File: src/rtl/branch_resolve_ctrl_pkg.sv
// Shared types and constants for the ID-stage branch resolution controller.
// Holds the resolver FSM states, 2-bit counter encodings and the saturating counter update.
package bp_pkg;

  typedef enum logic [1:0] {
    IDLE      = 2'd0,
    WAIT_OPND = 2'd1,
    FLUSH     = 2'd2
  } state_e;

  localparam logic [1:0] SNT       = 2'b00;
  localparam logic [1:0] WNT       = 2'b01;
  localparam logic [1:0] WT        = 2'b10;
  localparam logic [1:0] ST        = 2'b11;
  localparam logic [1:0] BHT_RESET = ST;

  localparam logic [31:0] PC_STEP = 32'd4;

  function automatic logic [1:0] sat_update(input logic [1:0] ctr, input logic taken);
    logic [1:0] nxt;
    if (taken) begin
      if (ctr == ST) begin
        nxt = ST;
      end else begin
        nxt = ctr + 2'b01;
      end
    end else begin
      if (ctr == SNT) begin
        nxt = SNT;
      end else begin
        nxt = ctr - 2'b01;
      end
    end
    return nxt;
  endfunction

endpackage

File: src/rtl/branch_resolve_ctrl_if.sv
// Pipeline-facing signal bundle of the branch resolution controller.
// Optional macro BP_PERF_CNT_EN adds the branch / mispredict performance counters.
interface branch_resolve_ctrl_if #(
  parameter int N = 32
);

  logic [N-1:0] if_pc;
  logic         if_pred_taken;
  logic         id_branch;
  logic [N-1:0] id_pc;
  logic         id_pred_taken;
  logic [N-1:0] id_target;
  logic         id_hazard;
  logic [N-1:0] data1;
  logic [N-1:0] data2;
  logic         stall;
  logic         flush;
  logic         redirect_valid;
  logic [N-1:0] redirect_pc;
  logic         resolved_taken;
`ifdef BP_PERF_CNT_EN
  logic [31:0]  perf_branches;
  logic [31:0]  perf_mispredicts;

  modport master (
    output if_pc, id_branch, id_pc, id_pred_taken, id_target, id_hazard, data1, data2,
    input  if_pred_taken, stall, flush, redirect_valid, redirect_pc, resolved_taken,
    input  perf_branches, perf_mispredicts
  );

  modport slave (
    input  if_pc, id_branch, id_pc, id_pred_taken, id_target, id_hazard, data1, data2,
    output if_pred_taken, stall, flush, redirect_valid, redirect_pc, resolved_taken,
    output perf_branches, perf_mispredicts
  );
`else
  modport master (
    output if_pc, id_branch, id_pc, id_pred_taken, id_target, id_hazard, data1, data2,
    input  if_pred_taken, stall, flush, redirect_valid, redirect_pc, resolved_taken
  );

  modport slave (
    input  if_pc, id_branch, id_pc, id_pred_taken, id_target, id_hazard, data1, data2,
    output if_pred_taken, stall, flush, redirect_valid, redirect_pc, resolved_taken
  );
`endif

endinterface

File: src/rtl/branch_resolve_ctrl_bht_2bit.sv
// M-entry table of 2-bit saturating counters: asynchronous read, synchronous update.
// A same-index read during an update returns the old counter (no bypass).
module bht_2bit
  import bp_pkg::*;
#(
  parameter int M     = 16,
  parameter int IDX_W = $clog2(M)
) (
  input  logic             clk,
  input  logic             rst,
  input  logic [IDX_W-1:0] rd_idx,
  output logic [1:0]       rd_ctr,
  input  logic             wr_en,
  input  logic [IDX_W-1:0] wr_idx,
  input  logic             wr_taken
);

  logic [1:0] bht_q [M];
  logic [1:0] bht_d [M];

  // next value of every counter; only the addressed entry moves
  always_comb begin
    for (int i = 0; i < M; i++) begin
      if (wr_en && (wr_idx == IDX_W'(i))) begin
        bht_d[i] = sat_update(bht_q[i], wr_taken);
      end else begin
        bht_d[i] = bht_q[i];
      end
    end
  end

  // counter storage, all entries start strongly taken
  always_ff @(posedge clk or posedge rst) begin
    if (rst) begin
      for (int i = 0; i < M; i++) begin
        bht_q[i] <= BHT_RESET;
      end
    end else begin
      for (int i = 0; i < M; i++) begin
        bht_q[i] <= bht_d[i];
      end
    end
  end

  assign rd_ctr = bht_q[rd_idx];

endmodule

File: src/rtl/branch_resolve_ctrl.sv
// ID-stage branch resolver: BEQ compare, hazard stall, mispredict flush/redirect, BHT training.
// Optional macro BP_PERF_CNT_EN adds perf_branches / perf_mispredicts counters.
module branch_resolve_ctrl
  import bp_pkg::*;
#(
  parameter int N = 32,
  parameter int M = 16
) (
  input logic                  clk,
  input logic                  rst,
  branch_resolve_ctrl_if.slave bus
);

  localparam int IDX_W = $clog2(M);

  state_e       state_q;
  state_e       state_d;
  logic         stall_s;
  logic         resolve_s;
  logic         taken_s;
  logic         mismatch_s;
  logic         mispredict_s;
  logic         flush_q;
  logic         flush_d;
  logic         redirect_valid_q;
  logic         redirect_valid_d;
  logic         resolved_taken_q;
  logic         resolved_taken_d;
  logic [N-1:0] redirect_pc_q;
  logic [N-1:0] redirect_pc_d;
  logic [1:0]   if_ctr_s;
  logic         unused_bits_s;

  assign taken_s    = (bus.data1 == bus.data2);
  assign mismatch_s = (taken_s != bus.id_pred_taken);

  // resolver FSM: decides stall, resolve and the next state
  always_comb begin
    state_d   = state_q;
    stall_s   = 1'b0;
    resolve_s = 1'b0;
    case (state_q)
      IDLE: begin
        if (bus.id_branch && bus.id_hazard) begin
          stall_s = 1'b1;
          state_d = WAIT_OPND;
        end else if (bus.id_branch) begin
          resolve_s = 1'b1;
          state_d   = mismatch_s ? FLUSH : IDLE;
        end else begin
          state_d = IDLE;
        end
      end
      WAIT_OPND: begin
        if (bus.id_hazard) begin
          stall_s = 1'b1;
          state_d = WAIT_OPND;
        end else begin
          resolve_s = 1'b1;
          state_d   = mismatch_s ? FLUSH : IDLE;
        end
      end
      FLUSH: begin
        // the ID instruction is being squashed, so id_branch is ignored here
        state_d = IDLE;
      end
      default: begin
        state_d = IDLE;
      end
    endcase
    mispredict_s = resolve_s && mismatch_s;
  end

  // next values of the registered resolution outputs
  always_comb begin
    flush_d          = mispredict_s;
    redirect_valid_d = mispredict_s;
    resolved_taken_d = resolved_taken_q;
    redirect_pc_d    = redirect_pc_q;
    if (resolve_s) begin
      resolved_taken_d = taken_s;
    end else begin
      resolved_taken_d = resolved_taken_q;
    end
    if (mispredict_s) begin
      redirect_pc_d = taken_s ? bus.id_target : (bus.id_pc + N'(PC_STEP));
    end else begin
      redirect_pc_d = redirect_pc_q;
    end
  end

  // state and output registers
  always_ff @(posedge clk or posedge rst) begin
    if (rst) begin
      state_q          <= IDLE;
      flush_q          <= 1'b0;
      redirect_valid_q <= 1'b0;
      resolved_taken_q <= 1'b0;
      redirect_pc_q    <= '0;
    end else begin
      state_q          <= state_d;
      flush_q          <= flush_d;
      redirect_valid_q <= redirect_valid_d;
      resolved_taken_q <= resolved_taken_d;
      redirect_pc_q    <= redirect_pc_d;
    end
  end

  bht_2bit #(
    .M     (M),
    .IDX_W (IDX_W)
  ) u_bht (
    .clk      (clk),
    .rst      (rst),
    .rd_idx   (bus.if_pc[IDX_W+1:2]),
    .rd_ctr   (if_ctr_s),
    .wr_en    (resolve_s),
    .wr_idx   (bus.id_pc[IDX_W+1:2]),
    .wr_taken (taken_s)
  );

  // stall is gated by rst so a reset aborts a stall without waiting for a clock
  assign bus.stall          = stall_s & ~rst;
  assign bus.if_pred_taken  = if_ctr_s[1];
  assign bus.flush          = flush_q;
  assign bus.redirect_valid = redirect_valid_q;
  assign bus.redirect_pc    = redirect_pc_q;
  assign bus.resolved_taken = resolved_taken_q;

  assign unused_bits_s = ^{bus.if_pc[N-1:IDX_W+2], bus.if_pc[1:0], if_ctr_s[0]};

`ifdef BP_PERF_CNT_EN
  logic [31:0] perf_branches_q;
  logic [31:0] perf_branches_d;
  logic [31:0] perf_mispredicts_q;
  logic [31:0] perf_mispredicts_d;

  // event counters, free-running and wrapping
  always_comb begin
    if (resolve_s) begin
      perf_branches_d = perf_branches_q + 32'd1;
    end else begin
      perf_branches_d = perf_branches_q;
    end
    if (mispredict_s) begin
      perf_mispredicts_d = perf_mispredicts_q + 32'd1;
    end else begin
      perf_mispredicts_d = perf_mispredicts_q;
    end
  end

  // counter registers
  always_ff @(posedge clk or posedge rst) begin
    if (rst) begin
      perf_branches_q    <= 32'd0;
      perf_mispredicts_q <= 32'd0;
    end else begin
      perf_branches_q    <= perf_branches_d;
      perf_mispredicts_q <= perf_mispredicts_d;
    end
  end

  assign bus.perf_branches    = perf_branches_q;
  assign bus.perf_mispredicts = perf_mispredicts_q;
`endif

endmodule

File: src/flat_wrapper.sv
// flat-port wrapper written by rule: the top's interface ports become plain ports
module branch_resolve_ctrl_flat import bp_pkg::*;
#(
  parameter int N = 32,
  parameter int M = 16
)
  (clk, rst, bus_if_pc, bus_id_branch, bus_id_pc, bus_id_pred_taken, bus_id_target, bus_id_hazard, bus_data1, bus_data2, bus_if_pred_taken, bus_stall, bus_flush, bus_redirect_valid, bus_redirect_pc, bus_resolved_taken);
  branch_resolve_ctrl_if #(.N(N)) bus_i ();
  input logic clk;
  input logic rst;
  input wire logic [$bits(bus_i.if_pc)-1:0] bus_if_pc;
  input wire logic [$bits(bus_i.id_branch)-1:0] bus_id_branch;
  input wire logic [$bits(bus_i.id_pc)-1:0] bus_id_pc;
  input wire logic [$bits(bus_i.id_pred_taken)-1:0] bus_id_pred_taken;
  input wire logic [$bits(bus_i.id_target)-1:0] bus_id_target;
  input wire logic [$bits(bus_i.id_hazard)-1:0] bus_id_hazard;
  input wire logic [$bits(bus_i.data1)-1:0] bus_data1;
  input wire logic [$bits(bus_i.data2)-1:0] bus_data2;
  output wire logic [$bits(bus_i.if_pred_taken)-1:0] bus_if_pred_taken;
  output wire logic [$bits(bus_i.stall)-1:0] bus_stall;
  output wire logic [$bits(bus_i.flush)-1:0] bus_flush;
  output wire logic [$bits(bus_i.redirect_valid)-1:0] bus_redirect_valid;
  output wire logic [$bits(bus_i.redirect_pc)-1:0] bus_redirect_pc;
  output wire logic [$bits(bus_i.resolved_taken)-1:0] bus_resolved_taken;
  assign bus_i.if_pc = bus_if_pc;
  assign bus_i.id_branch = bus_id_branch;
  assign bus_i.id_pc = bus_id_pc;
  assign bus_i.id_pred_taken = bus_id_pred_taken;
  assign bus_i.id_target = bus_id_target;
  assign bus_i.id_hazard = bus_id_hazard;
  assign bus_i.data1 = bus_data1;
  assign bus_i.data2 = bus_data2;
  assign bus_if_pred_taken = bus_i.if_pred_taken;
  assign bus_stall = bus_i.stall;
  assign bus_flush = bus_i.flush;
  assign bus_redirect_valid = bus_i.redirect_valid;
  assign bus_redirect_pc = bus_i.redirect_pc;
  assign bus_resolved_taken = bus_i.resolved_taken;
  branch_resolve_ctrl #(.N(N), .M(M)) u_core (.clk(clk), .rst(rst), .bus(bus_i));
endmodule
File: config.mk
export PLATFORM = sky130hd
export DESIGN_NAME = branch_resolve_ctrl_flat
export DESIGN_NICKNAME = d
export VERILOG_FILES = /design/src/rtl/branch_resolve_ctrl_pkg.sv /design/src/rtl/branch_resolve_ctrl_if.sv /design/src/rtl/branch_resolve_ctrl_bht_2bit.sv /design/src/rtl/branch_resolve_ctrl.sv /design/src/flat_wrapper.sv
export SDC_FILE = /design/constraint.sdc
export NUM_CORES = 1
export LEC_CHECK = 0
export BUFFER_PORTS_ARGS = -buffer_cell sky130_fd_sc_hd__buf_2
export CELL_PAD_IN_SITES_DETAIL_PLACEMENT = 1
export CELL_PAD_IN_SITES_GLOBAL_PLACEMENT = 2
export CORE_MARGIN = 2
export CORE_UTILIZATION = 29
export CTS_CLUSTER_DIAMETER = 40
export CTS_CLUSTER_SIZE = 24
export DETAILED_ROUTE_END_ITERATION = 6
export HOLD_SLACK_MARGIN = 0.12
export PLACE_DENSITY = 0.89
export SETUP_SLACK_MARGIN = 0.02
export SLEW_MARGIN = 20
export SYNTH_ARGS = -nofsm -noshare
export SYNTH_HDL_FRONTEND = slang
export SYNTH_HIERARCHICAL = 1
export SYNTH_SLANG_ARGS = --single-unit
File: constraint.sdc
create_clock -name clk -period 3.8 [get_ports clk]
set_clock_uncertainty 0.15 [all_clocks]
set_input_delay 0.95 -clock clk [delete_from_list [all_inputs] [get_ports clk]]
set_output_delay 0.95 -clock clk [all_outputs]
set_load 0.005 [all_outputs]
* Word level (Yosys, flattened, before mapping) *
Index checks and enable logic that the tools add are counted.

storage, ports and cells
  bits in registers = 68
  input port bits = 165
  output and inout port bits = 37
  logic and storage cells = 191

cells by class
  add/subtract/negate cells = 33
  order comparisons = 1
  eq/ne operators = 34
  multiplexer cells = 64
  bitwise gates (word level) = 3
  reduce and logical (&&, ||, !) cells = 36

operators with widths
  cell                     count
  $mux W2                  54
  $logic_not A2 Y1         17
  $add A2 B1 Y2 const B    16
  $add A32 B3 Y32 const B  1
  $eq A2 B2 Y1 const B     16
  $eq A32 B32 Y1           1
  $eq A4 B4 Y1 const B     8
  $mux W32                 1
  $sub A2 B1 Y2 const B    16
  $logic_and A1 B1 Y1      18
  $eq A4 B3 Y1 const B     4
  $bmux W2 S4              1
  $eq A4 B2 Y1 const B     2
  $ge A5 B5 Y1 const B     1
  $mux W1                  5
  $not A4 Y5               1
  $eq A4 B1 Y1 const B     1
  $logic_not A4 Y1         1
  $pmux W1 S2              2
  $pmux W2 S2              1
  $eq A2 B1 Y1 const B     1
  $and A1 B1 Y1            1
  $ne A1 B1 Y1             1
  $not A1 Y1               1

* Depth between registers and ports, before layout *
  depth after elaboration = 6
  mapped depth = 12
  mapped depth without buffers = 8

* Modules after synthesis *
The synthesis kept the hierarchy.

by module, submodules not included
  module               instances  cells an instance  area each (µm²)  sequential area each (µm²)
  branch_resolve_ctrl  1          381                3,160.5          900.9
  bht_2bit             1          217                2,157.1          840.8

* Worst setup path before layout *
No wires, ideal clock.

  path kind = input to register
  from = input bus_id_branch
  to = register u_core/u_bht/bht_q[24] in the netlist's numbering
  setup time = 0.061 ns
  data arrival time = 2.968 ns
  required time = 3.589 ns
  setup slack = 0.620 ns
  cell stages on the path = 10
  buffers on the path = 4
  cell sequence = o21bai_1 nand2b_1 inv_1 clkbuf_1 buf_1 buf_4 or3b_1 buf_6 o31ai_4 a221o_1

on the way
  word-level cells in the longest chain between the ends = 4
  elaborated cells on any way between the ends = 5
  those cells by class = 3 x mux; 2 x reduce/logical

RTL lines
  item                                            line                                                  text
  start: declaration                              flat_wrapper.sv:12                                    input wire logic [$bits(bus_i.id_branch)-1:0] bus_id_branch;
  $mux W1 or $logic_and A1 B1 Y1 (tied branches)  branch_resolve_ctrl.sv:47, branch_resolve_ctrl.sv:44
  $mux W1 *                                       branch_resolve_ctrl.sv:44                             if (bus.id_branch && bus.id_hazard) begin
  $pmux W1 S2 *                                   branch_resolve_ctrl.sv:42                             case (state_q)
  net u_core.resolve_s                            branch_resolve_ctrl.sv:19                             logic resolve_s;
  $logic_and A1 B1 Y1 *                           branch_resolve_ctrl_bht_2bit.sv:24                    if (wr_en && (wr_idx == IDX_W'(i))) begin
  end signal: indexed assignment                  branch_resolve_ctrl_bht_2bit.sv:40                    bht_q[i] <= bht_d[i];
  end: declaration                                branch_resolve_ctrl_bht_2bit.sv:18                    logic [1:0] bht_q [M];

The timed path passes the listed nets; every way through them passes the cells marked *.
A chain may end at the register's enable or synchronous reset.

* Final worst setup path *
  from = input bus_if_pc[2]
  to = output bus_if_pred_taken

on the way
  word-level cells in the longest chain between the ends = 4

RTL lines
  item                                        line                                text
  start: declaration                          flat_wrapper.sv:11                  input wire logic [$bits(bus_i.if_pc)-1:0] bus_if_pc;
  $not A4 Y5 (implied by the code)            branch_resolve_ctrl_bht_2bit.sv:45  assign rd_ctr = bht_q[rd_idx];
  $bmux W2 S4                                 branch_resolve_ctrl_bht_2bit.sv:45
  $mux W2 (implied by the code) (2 in a row)  branch_resolve_ctrl_bht_2bit.sv:45
  end: declaration                            flat_wrapper.sv:19                  output wire logic [$bits(bus_i.if_pred_taken)-1:0] bus_if_pred_taken;

Every way passes these cells. The select of a mux whose other input is x is not followed.

==> results.md <==
- CP arrival: 2.09 ns
- Initial core utilization: 29.9%
- Vias in the first global route: 5530
- Final Hold Fails: 0
- Cts repair resizes: 0
- Routed WL: 17.9 mm
- Leading cell type in the layout, fill and taps excluded: buf_2
- Met3 usage: 6.69%
- Vias per std cell: 5.50
- Post-synthesis cell count: 590
- # rows: 48
- Routing usage on met1: 24.2%
- Die ar.: 0.0190 mm2
- Worst-Margin Slew: 1.06 ns
- Post-DRT Antenna Nets: 0
- Die height: 138 um
- GPL Wtd Cong: 0.839
- Pin count of the biggest net entering global routing: 37
- Setup slack after layout: 0.612 ns
- Fin Setup TNS: 0 ns
- Maximum clock frequency: 314 MHz
- CP max FO: 4
- Crit share post-route: 83.9%
- Global-route wire length before repair: 29.0 mm
- CTS clk-pin slew, worst paths: 0.05 ns
- Maximum buffer depth of the clock tree: 2
- Die Wd: 138 um
- Synth Cell Area: 0.00521 mm2
- Rel. slew slack: 29.5%
- Fin nets: 915
- Core box area: 0.0174 mm2
- H-tree depth: 3
- DRC Markers: 0
- Worst Setup End Kind: output pin
- RSZ-0062 raised after global routing: false
- Total GRT Usage: 19.6%
- Run status: completed
- Worst Path Required: 2.70 ns
- TritonCTS buffer count: 9
- Max cap viols: 0
- Final setup fails: 0
- Io pins: 202
- Slew Limit Fails: 0
- Initial antenna violation count: 3
- Share of layout cells above drive strength 1: 36.5%
- Yosys warns: 6
- Synth-to-Final Area Change: 26.2%
- DP Wirelength: 13.3 mm
- Starting DRC count in detailed routing: 225
- Congestion Overflow GR: 0
- IO Port Bufs: 173
- CTS Sinks: 68
- Post-CTS setup buffer count: 0
- Syn Area/Cell: 8.82 um2
- Met2 usage in global routing: 33.3%
- DRT Pass-1 Iters: 4
- Pwr Total: 2180 uW
- Clk_lat worst skew: 0.34 ns
- Most frequent cells in the layout: buf_2, nor2_1, nand3_1
- Syn Nets: 756
- CP startpoint kind: primary input
- Root buf cell: clkbuf_16
- Post-Place Setup Slack: 0.497 ns
- CTS Hold Bufs: 0
- Hold crit path type: flop to flop
- Fin Hold WS: 0.335 ns
- Busiest layer in global routing: met2
- TritonCTS clock tree: built
- Routed WL per cell: 18.2 um
- Peak supply drop: 0.215 mV
- Critical path class: primary input to output pin
- Pwr Density: 331 mW/mm2
- Via count: 5393
- Period minus WS final: 3.19 ns
- P_leak: 0.00275 uW
per-layer routing:
| layer | vias to the layer above | wire length [um] |
|---|---|---|
| met4 | 4 | 229 |
| met2 | 143 | 8730 |
| met1 | 2660 | 7630 |
| met3 | 25 | 1240 |
| met5 | - | 27 |
| li1 | 2561 | - |
critical path, cell delays in order:
cell     delay (ns)
buf_2          0.17
mux4_2         0.52
a22oi_1        0.21
nand3_1        0.10
buf_2          0.13
final cells by class:
type | count | area [um2]
clock inverters | 1 | 5.00
well taps | 225 | 282
diodes | 1 | 2.50
clock buffers | 15 | 288
flip-flops and latches | 68 | 1740
repair buffers | 194 | 1020
fillers | 2147 | 10800
inverters | 28 | 106
multi-input cells | 448 | 3120
sequential cells by signal, indices dropped and copies added, names as in the netlist:
signal,flops
u_core/bus.redirect_pc,32
u_core/u_bht/bht_q,32
u_core/state_q,2
u_core/bus.redirect_valid,1
u_core/bus.resolved_taken,1
path summary, 6_finish.rpt:
check                           cells past startpoint                                endpoint                               start  slack (ns)
min in group asynchronous                           2   u_core/bus.redirect_pc[5]$_DFFE_PP0P_                                 rst        0.38
worst min register to register                      2      u_core/u_bht/bht_q[31]$_DFFE_PP1P_  u_core/u_bht/bht_q[31]$_DFFE_PP1P_        0.34
worst min-delay path                                2      u_core/u_bht/bht_q[31]$_DFFE_PP1P_  u_core/u_bht/bht_q[31]$_DFFE_PP1P_        0.34
max in group asynchronous                           3  u_core/bus.redirect_pc[30]$_DFFE_PP0P_                                 rst        2.41
worst max register to register                      6   u_core/bus.redirect_pc[2]$_DFFE_PP0P_         u_core/state_q[1]$_DFF_PP0_        1.42
worst max-delay path                                5                       bus_if_pred_taken                        bus_if_pc[2]        0.61
where the power goes:
group          switching (uW)  internal [uW]  total [uW]
clock network             322            513         835
logic                     262            223         485
registers                59.7            798         857
through the flow:
step	utilization, %	area [um2]	instances
3_5_place_dp	36.0	6280	963
3_3_place_gp	36.0	6280	963
6_report	37.7	6570	980
4_1_cts	37.7	6570	979
5_1_grt	37.7	6570	979
2_1_floorplan	-	5210	590
Note: power is estimated with default switching activity, not from simulation.
